===== config.mk =====
export PLATFORM = sky130hd
export DESIGN_NAME = wb_regfile
export DESIGN_NICKNAME = d
export VERILOG_FILES = /design/src/rtl/wb_regfile.sv
export SDC_FILE = /design/constraint.sdc
export NUM_CORES = 1
export LEC_CHECK = 0
export ABC_AREA = 1
export CAP_MARGIN = 10
export CORE_ASPECT_RATIO = 0.6
export CORE_MARGIN = 1.5
export CORE_UTILIZATION = 30
export CTS_CLUSTER_DIAMETER = 120
export DETAILED_ROUTE_END_ITERATION = 6
export GPL_ROUTABILITY_DRIVEN = 1
export SKIP_LAST_GASP = 1
export SLEW_MARGIN = 25
export SYNTH_ARGS = -nofsm -noshare
export SYNTH_HDL_FRONTEND = slang
export SYNTH_SLANG_ARGS = --single-unit

===== constraint.sdc =====
create_clock -name clk -period 3.3 [get_ports clk]
set_input_delay 0.33 -clock clk [delete_from_list [all_inputs] [get_ports clk]]
set_output_delay 0.33 -clock clk [all_outputs]
set_load 0.02 [all_outputs]

===== src/rtl/wb_regfile.sv =====
// Writeback stage: 2-entry result queue committing into an NREGS x DW register file and flag register.
// Optional macro WB_FORWARD_EN: forward pending writes to the read ports instead of raising hazard.
module wb_regfile #(
  parameter  int NREGS = 8,
  parameter  int DW    = 16,
  localparam int AW    = $clog2(NREGS)
) (
  input  logic          clk,
  input  logic          rst_n,
  input  logic          in_valid,
  output logic          in_ready,
  input  logic [AW-1:0] in_rd,
  input  logic          in_we,
  input  logic [DW-1:0] in_data,
  input  logic          in_fe,
  input  logic [3:0]    in_flags,
  input  logic          wb_hold,
  input  logic [AW-1:0] rs1_addr,
  input  logic [AW-1:0] rs2_addr,
  output logic [DW-1:0] rs1_data,
  output logic [DW-1:0] rs2_data,
  output logic [3:0]    flags,
  output logic          hazard
);

  typedef struct packed {
    logic [AW-1:0] rd;
    logic          we;
    logic [DW-1:0] data;
    logic          fe;
    logic [3:0]    flags;
  } entry_t;

  entry_t        q_mem [2];
  entry_t        in_ent;
  logic          head_q, tail_q;
  logic [1:0]    count_q, count_d;
  logic [DW-1:0] regs_q [NREGS];
  logic [3:0]    flags_q;
  logic          push, pop;

  // in_ready comes from the registered count, so a pop from a full queue never admits a same-edge push.
  assign in_ready = (count_q != 2'd2);
  assign push     = in_valid && in_ready;
  assign pop      = (count_q != 2'd0) && !wb_hold;
  assign count_d  = count_q + 2'(push) - 2'(pop);
  assign in_ent   = '{rd: in_rd, we: in_we, data: in_data, fe: in_fe, flags: in_flags};

  // NOTE: queue payload is left unreset; count_q alone decides which slots are meaningful.
  always_ff @(posedge clk) begin
    if (push) q_mem[tail_q] <= in_ent;
  end

  // NOTE: non-blocking assignments keep the head read below the pre-edge value even when a push hits the same slot.
  always_ff @(posedge clk or negedge rst_n) begin
    if (!rst_n) begin
      for (int i = 0; i < NREGS; i++) regs_q[i] <= '0;
      flags_q <= '0;
      head_q  <= 1'b0;
      tail_q  <= 1'b0;
      count_q <= '0;
    end else begin
      if (push) tail_q <= ~tail_q;
      if (pop) begin
        head_q <= ~head_q;
        if (q_mem[head_q].we) regs_q[q_mem[head_q].rd] <= q_mem[head_q].data;
        if (q_mem[head_q].fe) flags_q <= q_mem[head_q].flags;
      end
      count_q <= count_d;
    end
  end

  // Read ports scan oldest (k=0, head) then youngest (k=1) so the youngest match wins.
  logic [AW-1:0] rs_addr [2];
  logic [DW-1:0] rs_data [2];
  logic [1:0]    rs_hit;
  logic [1:0]    pend_vld;
  logic          slot;

  assign rs_addr[0] = rs1_addr;
  assign rs_addr[1] = rs2_addr;
  assign pend_vld   = {count_q == 2'd2, count_q != 2'd0};

  always_comb begin
    slot = 1'b0;
    for (int p = 0; p < 2; p++) begin
      rs_data[p] = regs_q[rs_addr[p]];
      rs_hit[p]  = 1'b0;
      for (int k = 0; k < 2; k++) begin
        slot = head_q ^ k[0];
        if (pend_vld[k] && q_mem[slot].we && (q_mem[slot].rd == rs_addr[p])) begin
          rs_hit[p] = 1'b1;
`ifdef WB_FORWARD_EN
          rs_data[p] = q_mem[slot].data;
`endif
        end
      end
    end
  end

  assign rs1_data = rs_data[0];
  assign rs2_data = rs_data[1];
  assign flags    = flags_q;

`ifdef WB_FORWARD_EN
  assign hazard = 1'b0;
`else
  assign hazard = |rs_hit;
`endif

endmodule


# Word-level counts from Yosys, hierarchy flattened
# Memories as Yosys holds them, arrays and structs flattened.
# Cells that the tools add are included.
# word_totals
ff_bits,136
mem_bits_rw,50
in_bits,35
output_inout_bits,38
wordCells,59
mem_count,1
# classes
n_addsub,2
order_cmp,4
n_eq_ne,6
muxes,15
bitwise,5
n_reduce_logical,14
# memory_table
name,words,word_bits,rd,rd_clocked_by_memory_dff,wr,line_no,source
q_mem,2,25,2,0,1,34,entry_t q_mem [2];
# ops
cell,n
128-bit bitwise mux,1
16-bit binary-select mux with 3-bit select,2
16-bit two-way mux,5
16-bit demux with 3-bit select,1
3-bit equality test,4
4-bit >= comparator (second input constant),3
3-bit inverter with 4-bit output,3
1-bit logical AND,9
1-bit two-way mux,6
4-bit by 1-bit < comparator with 1-bit output (second input constant),1
2-bit AND reduction,2
2-bit by 1-bit adder with 2-bit output,1
2-bit equality test (second input constant),1
2-bit inequality test (second input constant),1
1-bit inverter,2
2-bit nonzero test,1
2-bit OR reduction,1
2-bit by 1-bit subtractor with 2-bit output,1
1-bit zero test,1

# Depth between registers and ports, before layout
# Gate-level depths: netlist of run 1.
# An unclocked memory read counts as a cell.
# logic_depth
ltp_word,7
mapped_depth,11
depth_no_buf,10

# Worst setup path before layout of run 1
# No wires, ideal clock.
# synth_timing
kind,reg-to-reg
startpoint,register count_q[0]
endpoint,"memory q_mem[1][0] in the netlist's numbering, enable pin"
setup_time_ps,408
t_arrival_ps,1846
required_time_ps,2892
setup_slack_ps,1045
stages_incl_launch_ff,5
path_buffers,0
period_less_slack_ps,2255
cell_sequence,dfrtp_1 -> inv_1 -> nand2_1 -> nand2_1 -> nor2_1
# synth_between
elab_chain_cells,4
# synth_lines
item,line_no,source
from (decl),37,"logic [1:0] count_q, count_d;"
from (signal assigned),69,count_q <= count_d;
2-bit inequality test,43,assign in_ready = (count_q != 2'd2);
via in_ready,11,"output logic in_ready,"
1-bit logical AND,44,assign push = in_valid && in_ready;
1-bit two-way mux,51,if (push) q_mem[tail_q] <= in_ent;
1-bit two-way mux (implied by the code),51,
to (decl),34,
# The timed path passes the listed nets, and every way through them passes these cells.

# Worst setup path in the final report of run 1
# layout_timing
startpoint,register head_q
endpoint,output port hazard
# layout_between
elab_chain_cells,6
elab_cells_between_ends,17
classes_between,eq/ne: 4; mux: 4; bitwise: 1; reduce/logical: 7; memory: 1
# layout_lines
item,line_no,source
from (decl),36,"logic head_q, tail_q;"
from (signal assigned),65,head_q <= ~head_q;
memory read 2 x 25 bit *,-,
"3-bit equality test, or another cell as far along",91,if (pend_vld[k] && q_mem[slot].we && (q_mem[slot].rd == rs_addr[p])) begin
1-bit logical AND or 3-bit equality test (tied branches),91,
1-bit two-way mux or 1-bit logical AND (tied branches),91,
1-bit two-way mux,91,
2-bit OR reduction *,108,assign hazard = |rs_hit;
to (decl),23,output logic hazard
# Mark *: on every way between the ends. The rest lies on a longest branch, timed or not.

==> results of run 1 <==
-- synth_stat cells --
master    instances
buf_1             7
dfrtp_1         136
o21ai_2           1
xnor2_1           1
clkinv_1          2
o21bai_1          1
ha_1              2
inv_2             1
o21a_1           32
o21ai_1          17
edfxtp_1         50
buf_2            22
inv_4             1
nand2_2          10
nand2_1         340
o21ai_0         239
a31oi_1           4
nand2_4           2
buf_6             4
nand3_1          47
inv_1            82
clkbuf_1         38
buf_4            12
a21oi_1         130
nor2_1            9
a211oi_1          1
xor2_1            2
nor2_4            9
-- state kept, by name, summed over array words and instances, names as in the netlist --
| signal | count |
|---|---|
| count_q | 2 |
| flags | 4 |
| head_q | 1 |
| q_mem | 50 |
| regs_q | 128 |
| tail_q | 1 |
-- metrics by stage --
| step | instances | area, um^2 | hold WS [ns] | util (%) |
|---|---|---|---|---|
| after CTS | 1668 | 11400 | 0.431 | 36.2 |
| final | 1668 | 11400 | 0.407 | 36.2 |
| after detailed placement | 1635 | 10700 | 0.317 | 34.2 |
| after global placement | 1635 | 10700 | 0.317 | 34.2 |
| after floorplan | 1202 | 9650 | 0.0344 | - |
| after global routing | 1668 | 11400 | 0.434 | 36.2 |
-- path summary, 6_finish.rpt --
path,startpoint,end,slack (ns),cells after the start
setup / recovery,head_q$_DFFE_PN0P_,hazard,0.36,10
hold / removal,rst_n,regs_q[80]$_DFFE_PN0P_,0.41,2
setup reg to reg,head_q$_DFFE_PN0P_,regs_q[21]$_DFFE_PN0P_,0.79,8
hold reg to reg,regs_q[120]$_DFFE_PN0P_,regs_q[120]$_DFFE_PN0P_,0.52,2
max in group asynchronous,rst_n,regs_q[22]$_DFFE_PN0P_,2.04,3
min in group clk,in_fe,q_mem[1][4]$_DFFE_PP_,0.45,1
-- placed cells by master (no fill, tap or decap), types with 10 or more instances in the layout --
cell             Yosys  final
nand2_2             10     10
edfxtp_1            50     50
o21ai_0            239    239
o21a_1              32     32
a21oi_1            130    130
o21ai_1             17     17
nand2_1            340    340
dfrtp_1            136    136
inv_1               82     82
nand3_1             47     47
clkbuf_16            0     17
clkdlybuf4s50_1      0     69
buf_4               12     23
-- power breakdown --
| group | total, uW | leakage [uW] | internal [uW] | switching, uW |
|---|---|---|---|---|
| sequential | 3790 | 0.00213 | 3330 | 456 |
| clock | 2160 | 0.000298 | 1150 | 1010 |
| combinational | 3750 | 0.00255 | 1130 | 2620 |
-- metal layers --
metal / part of all wire (%) / up-vias
li1: - / 4078
met1: 47 / 4039
met2: 44 / 383
met3: 8.1 / 30
met4: 1.4 / 0
met5: 0 / -
-- final cells by class --
cell class	count	share of cell area [%]
repair buffers	101	8.76
inverters	86	2.86
clock inverters	15	1.59
well taps	416	4.58
flip-flops and latches	186	43.2
clock buffers	17	3.74
multi-input cells	847	35.3
-- logic make-up (layout without fill, tap and decap cells) --
kind of cell / Yosys count / after routing
buffers and inverters: 169 / 219
adders and majority gates: 2 / 2
DFF: 186 / 186
xor gates and xnor gates: 3 / 3
AOI/OAI and AO/OA: 425 / 425
and+or+nand+nor: 417 / 417
==> results.json, run 1 <==
{
  "routedWlPerCell_um": 18.6,
  "ys_top_cells_by_area": "dfrtp_1 35%, edfxtp_1 16%, nand2_1 13%, o21ai_0 12%, a21oi_1 6.7%",
  "clock_latency_ns": 0.45,
  "wl_um": 31100,
  "maxSlewHeadroom_pct": 57.1,
  "first_iter_violations": 851,
  "hp-class": "in2async",
  "worst_slack_ns": 0.362,
  "final_layout_size_suffix_gt1_share_pct": 7.11,
  "n_fill_cell": 3238,
  "top_usage_layer": "met2",
  "synth_adder_area_share_pct": 0.259,
  "antenna_found_initial": 0,
  "cts_tree": "done",
  "worst-path-buf-inv": 2,
  "synth_top_family_by_area": "compound AO/OA/AOI/OAI gates",
  "diodes": 0,
  "die_w_um": 235,
  "multi_input_area_um2": 4010,
  "nets": 1276,
  "clk_pin_slew_ns": 0.07,
  "ys_ff_latch": 186,
  "die_h_um": 142,
  "fin_setup_tns_ns": 0,
  "hold_viol_final": 0,
  "hold_buffers": 1,
  "path_class": "reg2out",
  "yosysSeqAreaShare_pct": 50.8,
  "avgSynthCellArea_um2": 8.03,
  "tightest_slew_ns": 0.641,
  "post_cts_resized": 0,
  "fin_crit_sh_pct": 89.0,
  "p_total_uw": 9690,
  "synth_top_cell_by_area": "dfrtp_1",
  "synthCells": 1202,
  "grt_max_degree": 88,
  "yosys.area.top_type_share_pct": 35.3,
  "grt.met1_usage_pct": 28.2,
  "clock_skew_ns": 0.00788,
  "cts_made_buffers": 17,
  "synth-compound-area-share_pct": 23.0,
  "ff_latch_area_um2": 4900,
  "clockBufferDepth": 2,
  "power.density_nw_per_um2": 853,
  "maxCapViolCount": 0,
  "grt_first_pass_wirelength_um": 48200,
  "cpMostUsedCell": "nand2_1",
  "path_max_fanout": 27,
  "start_util_pct": 30.7,
  "dieArea_um2": 33300,
  "cts-root-buf": "clkbuf_16",
  "pre_cts_slack_ns": 0.625,
  "slowest_delay_ns": 0.60,
  "ys_warn_count": 0,
  "crit_slowest_cell": "clkdlybuf4s50_1",
  "synthXorXnorAreaFrac_pct": 0.272,
  "cp.required_ns": 2.97,
  "grt_usage_pct": 19.2,
  "muxShareOfSynthArea_pct": 0,
  "syn_nets": 1239,
  "outcome": "completed",
  "drc": 0,
  "core_area_um2": 31400,
  "rsz0062_at_grt": "false",
  "postRouteAntennaNets": 0,
  "rows": 50,
  "grt.met3_usage_pct": 4.12,
  "synth_cell_types": 28,
  "post-dp-hpwl_um": 19900,
  "htreeDepth": 4,
  "num_vias": 8530,
  "p_leak_uw": 0.00498,
  "fmax_mhz": 340,
  "routabilityCongestion": 0.875,
  "grt_pass1_vias": 7923,
  "period_minus_slack_ns": 2.94,
  "firstDrtPassIters": 7,
  "arrival_ns": 2.61,
  "slew_viol_final": 0,
  "overflow": 0,
  "io_pins": 73,
  "synth_area_um2": 9650,
  "cp_cell_sequence": "buf_4, nand2_1, nand3_1, nand2_1, nor2_1, nand2_1, nand2_1, nand2_1, nand2_1, clkdlybuf4s50_1",
  "critPathLaunchType": "flop",
  "port_buffers": 72,
  "cts_num_sinks": 186,
  "grtUsageMet2_pct": 28.5,
  "ir_worst_vdd_mv": 0.378,
  "setup_viol": 0,
  "cts_setup_buffers": 0,
  "critPathCaptureType": "primary output",
  "syn_to_final_growth_pct": 17.7,
  "cpLargestDelayFamily": "buffers and inverters",
  "yosys.area_share.simple_pct": 17.9,
  "viasPerCell": 5.11
}
No activity file was read; power rests on OpenSTA's default activity.
==> run 2: changes to the inputs <==
--- a/config.mk
+++ b/config.mk
@@ -8,11 +8,12 @@
 export ABC_AREA = 1
 export CAP_MARGIN = 10
 export CORE_ASPECT_RATIO = 0.6
-export CORE_MARGIN = 1.5
+export CORE_MARGIN = 2
 export CORE_UTILIZATION = 30
 export CTS_CLUSTER_DIAMETER = 120
 export DETAILED_ROUTE_END_ITERATION = 6
 export GPL_ROUTABILITY_DRIVEN = 1
+export GPL_TIMING_DRIVEN = 0
 export SKIP_LAST_GASP = 1
 export SLEW_MARGIN = 25
 export SYNTH_ARGS = -nofsm -noshare
==> results.json, run 2 (synthesis gave the netlist of run 1 again) <==
{
  "outcome": "completed",
  "layout_common_cells": "340 x nand2_1, 239 x o21ai_0, 136 x dfrtp_1",
  "path_class": "in2out",
  "largest_register_ffs": 128,
  "n_fill_cell": 3249,
  "post-dp-hpwl_um": 27700,
  "routabilityCongestion": 0.946,
  "antenna_found_initial": 0,
  "design_area_um2": 11600,
  "critPathCaptureType": "primary output",
  "clock_latency_ns": 0.45,
  "p_sw_uw": 4590,
  "holdWs_ns": 0.405,
  "syn_to_final_growth_pct": 20.0,
  "cts_num_sinks": 186,
  "power.density_nw_per_um2": 891,
  "path_max_fanout": 10,
  "clockBufferDepth": 2,
  "final_cells": 1722,
  "cp.required_ns": 2.97,
  "clock_skew_ns": 0.0178,
  "setup_viol": 0,
  "fin_crit_sh_pct": 97.7,
  "slew_viol_final": 0,
  "grt_max_degree": 86,
  "cts_setup_buffers": 0,
  "fmax_mhz": 310,
  "port_buffers": 68,
  "grt_pass1_vias": 8214,
  "htreeDepth": 4,
  "firstDrtPassIters": 5,
  "final_layout_size_suffix_gt1_share_pct": 7.66,
  "final_common_cell": "nand2_1",
  "p_leak_uw": 0.00509,
  "grt_usage_pct": 22.2,
  "cts-root-buf": "clkbuf_16",
  "maxSlewHeadroom_pct": 53.1,
  "die_h_um": 143,
  "power.share.clock_pct": 21.4,
  "viasPerCell": 5.16,
  "clk_pin_slew_ns": 0.09,
  "hp-class": "in2async",
  "ff_latch_area_um2": 4900,
  "routedWlPerCell_um": 21.3,
  "grt_first_pass_wirelength_um": 54200,
  "critPathLaunchType": "input port",
  "dieArea_um2": 33700,
  "io_pins": 73,
  "period_minus_slack_ns": 3.23,
  "first_iter_violations": 1221,
  "cts_made_buffers": 17,
  "start_util_pct": 30.7,
  "pwr-share-seq_pct": 37.0,
  "rsz0062_at_grt": "false",
  "place_inst": 1689,
  "cts_tree": "done",
  "core_area_um2": 31400,
  "postPlaceCellArea_um2": 11000,
  "p_int_uw": 5730,
  "diodes": 0,
  "top_register": "regs_q",
  "tightest_slew_ns": 0.703,
  "sw_frac_of_total_pct": 44.5,
  "arrival_ns": 2.90,
  "num_vias": 8883,
  "combPwrFrac_pct": 41.7,
  "ir_worst_vdd_mv": 0.484,
  "p_total_uw": 10300,
  "overflow": 0,
  "multi_input_area_um2": 4020,
  "rows": 50,
  "maxCapViolCount": 0,
  "postRouteAntennaNets": 0,
  "wl_um": 36700,
  "drc": 0,
  "die_w_um": 236,
  "nets": 1330,
  "hold_viol_final": 0
}
run 2: changes by cell type in the layout (fill, tap and decap cells not counted), sizes merged:
| cell | change |
|---|---|
| clkbuf | +41 |
| clkinvlp | -1 |
| clkdlybuf4s50 | -2 |
| clkinv | +1 |
| buf | +17 |
| inv | -2 |
run 2: stage by stage:
stage	TNS [ns]	utilization (%)	setup WS, ns
floorplan	0	-	1.05
global route	0	36.9	0.0299
CTS	0	36.9	0.169
global placement	-533.32	34.5	-3.95
detailed placement	0	34.9	0.186
finish	0	36.9	0.0749
run 2: cell type report:
class	count	area share [%]
Tap cell	416	4.49
Buffer	83	3.59
Clock buffer	19	3.82
Sequential cell	186	42.4
Clock inverter	13	1.51
Timing Repair Buffer	72	6.72
Inverter	86	2.81
Multi-Input combinational cell	847	34.7
run 2: timing repair:
item,CTS,global route
hold buffers,1,0
hold endpoints to repair,51,0
gates resized for setup,0,1
setup endpoints to repair,0,1
run 2: path summary, 6_finish.rpt:
kind / start / endpoint / slack, ns / depth (start not counted)
worst max-delay path: rs1_addr[0] / rs1_data[3] / 0.07 / 8
worst min-delay path: rst_n / regs_q[68]$_DFFE_PN0P_ / 0.40 / 2
worst max register to register: head_q$_DFFE_PN0P_ / regs_q[107]$_DFFE_PN0P_ / 1.32 / 8
worst min register to register: regs_q[7]$_DFFE_PN0P_ / regs_q[7]$_DFFE_PN0P_ / 0.52 / 2
max in group asynchronous: rst_n / regs_q[107]$_DFFE_PN0P_ / 2.08 / 3
min in group clk: in_data[13] / q_mem[0][18]$_DFFE_PP_ / 0.45 / 1
run 2: per-layer routing:
metal	vias up	wire length [um]	global-route usage, %
met2	392	14200	29.1
met5	-	0	0
met3	32	3800	7.19
li1	4197	-	-
met1	4262	18300	34.6
met4	0	472	4.46
run 2: worst max-delay path: stages:
cell and delay, ns:
clkdlybuf4s50_1 0.54, inv_2 0.12, buf_2 0.25, clkbuf_1 0.42
o21ai_0 0.30, nand3_1 0.15, o21a_1 0.17, clkdlybuf4s50_1 0.61
run 2: power groups by stage:
stage          Combinational, uW  Sequential [uW]  Clock (uW)
3_5_place_dp                4190             3830           0
4_1_cts                     4200             3800        2230
6_report                    4300             3810        2210
5_1_grt                     4670             3920        2330
3_3_place_gp                4040             3830           0
2_1_floorplan               2420             3690           0
==> run 3: changes to the inputs <==
--- a/config.mk
+++ b/config.mk
@@ -8,12 +8,12 @@
 export ABC_AREA = 1
 export CAP_MARGIN = 10
 export CORE_ASPECT_RATIO = 0.6
-export CORE_MARGIN = 2
 export CORE_UTILIZATION = 30
 export CTS_CLUSTER_DIAMETER = 120
 export DETAILED_ROUTE_END_ITERATION = 6
 export GPL_ROUTABILITY_DRIVEN = 1
 export GPL_TIMING_DRIVEN = 0
+export PLACE_DENSITY_LB_ADDON = 0.1
 export SKIP_LAST_GASP = 1
 export SLEW_MARGIN = 25
 export SYNTH_ARGS = -nofsm -noshare
==> results.json, run 3 (synthesis gave the netlist of run 1 again) <==
{
  "cp.required_ns": 2.97,
  "maxCapViolCount": 0,
  "drt-met1-wl_um": 19200,
  "ff2ff_path_depth": 8,
  "cts_num_sinks": 186,
  "critPathLaunchType": "input port",
  "port_buffers": 68,
  "tightest_slew_ns": 0.751,
  "clock_latency_ns": 0.46,
  "r2r-start": "head_q$_DFFE_PN0P_",
  "ir_worst_vdd_mv": 0.416,
  "fin_crit_sh_pct": 96.6,
  "ff_latch_area_um2": 4900,
  "start_util_pct": 30.7,
  "post_cts_resized": 0,
  "path_max_fanout": 10,
  "arrival_ns": 2.86,
  "diodes": 0,
  "htreeDepth": 4,
  "period_minus_slack_ns": 3.19,
  "clock_skew_ns": 0.0103,
  "maxSlewHeadroom_pct": 49.8,
  "startpoint": "rs2_addr[0]",
  "clockBufferDepth": 2,
  "rsz0062_at_grt": "false",
  "firstDrtPassIters": 5,
  "final_cells": 1722,
  "final_common_cell": "nand2_1",
  "cts_setup_buffers": 0,
  "place_inst": 1689,
  "io_pins": 73,
  "highest_layer": "met4",
  "drc": 0,
  "multi_input_area_um2": 4020,
  "viasPerCell": 5.14,
  "power.density_nw_per_um2": 881,
  "dieArea_um2": 32900,
  "holdWs_ns": 0.414,
  "cts_tree": "done",
  "largest_register_ffs": 128,
  "top_register": "regs_q",
  "syn_to_final_growth_pct": 19.1,
  "design_area_um2": 11500,
  "post-dp-hpwl_um": 27900,
  "p_leak_uw": 0.00504,
  "first_iter_violations": 1090,
  "die_w_um": 234,
  "nets": 1330,
  "layout_common_cells": "340 x nand2_1, 239 x o21ai_0, 136 x dfrtp_1",
  "fmax_mhz": 314,
  "num_vias": 8858,
  "grt_pass1_vias": 8027,
  "hold_buffers": 1,
  "path_class": "in2out",
  "grt_first_pass_wirelength_um": 54300,
  "setup_viol": 0,
  "die_h_um": 141,
  "core_area_um2": 31400,
  "wl_met3_um": 3240,
  "clk_pin_slew_ns": 0.06,
  "p_total_uw": 10100,
  "grt_max_degree": 71,
  "wl_um": 36700,
  "final_layout_size_suffix_gt1_share_pct": 7.27,
  "n_fill_cell": 3344,
  "routabilityCongestion": 0.922,
  "cts_made_buffers": 17,
  "overflow": 0,
  "cts-root-buf": "clkbuf_16",
  "hp-class": "in2async",
  "route.met2.wl_um": 13800,
  "outcome": "completed",
  "rows": 50,
  "critPathCaptureType": "primary output",
  "postPlaceCellArea_um2": 10900,
  "grt_usage_pct": 23.1,
  "slew_viol_final": 0,
  "antenna_found_initial": 0,
  "postRouteAntennaNets": 0,
  "routedWlPerCell_um": 21.3,
  "hold_viol_final": 0
}
==> run 3: cell types whose count changed in the layout (fill, tap and decap cells not counted), sizes merged <==
| cell | before | now |
|---|---|---|
| clkinv | 6 | 10 |
| buf | 48 | 49 |
| inv | 91 | 88 |
| clkinvlp | 0 | 1 |
| clkbuf | 58 | 56 |
| bufinv | 2 | 1 |
==> run 3: critical path, stage by stage <==
cell	delay, ns
clkdlybuf4s50_1	0.52
inv_1	0.17
buf_2	0.27
buf_1	0.41
o21ai_0	0.28
nand2_1	0.14
o21a_1	0.13
clkdlybuf4s50_1	0.60
==> run 3: final timing paths <==
check	endpoint	slack (ns)
worst max-delay path	rs2_data[10]	0.11
worst min-delay path	count_q[0]$_DFF_PN0_	0.41
worst max register to register	regs_q[30]$_DFFE_PN0P_	1.34
worst min register to register	regs_q[5]$_DFFE_PN0P_	0.52
max in group asynchronous	regs_q[53]$_DFFE_PN0P_	2.11
min in group clk	q_mem[0][9]$_DFFE_PP_	0.44
==> run 3: through the flow <==
stage | setup slack (ns) | setup TNS (ns) | utilization [%]
after floorplan | 1.05 | 0 | -
after global placement | -4.18 | -565.31 | 34.5
after detailed placement | 0.152 | 0 | 34.8
after CTS | 0.152 | 0 | 36.6
after global routing | 0.0292 | 0 | 36.6
final | 0.111 | 0 | 36.6
==> run 3: power breakdown <==
group,total (uW),internal (uW),switching [uW]
logic,4330,1210,3130
clock network,2010,1040,967
registers,3790,3330,455
total,10100,5580,4550
==> run 3: routing by layer <==
| metal | vias to the layer above | global-route usage [%] |
|---|---|---|
| met5 | - | 0 |
| met4 | 0 | 5.88 |
| met3 | 30 | 6.25 |
| met2 | 343 | 28.4 |
| met1 | 4289 | 37.9 |
| li1 | 4196 | - |
==> run 3: cell type report <==
type | instances | share of cell area [%]
Buffer | 83 | 3.60
Clock buffer | 18 | 3.73
Clock inverter | 14 | 1.02
Inverter | 86 | 2.83
Multi-Input combinational cell | 847 | 35.0
Sequential cell | 186 | 42.7
Tap cell | 416 | 4.53
Timing Repair Buffer | 72 | 6.64
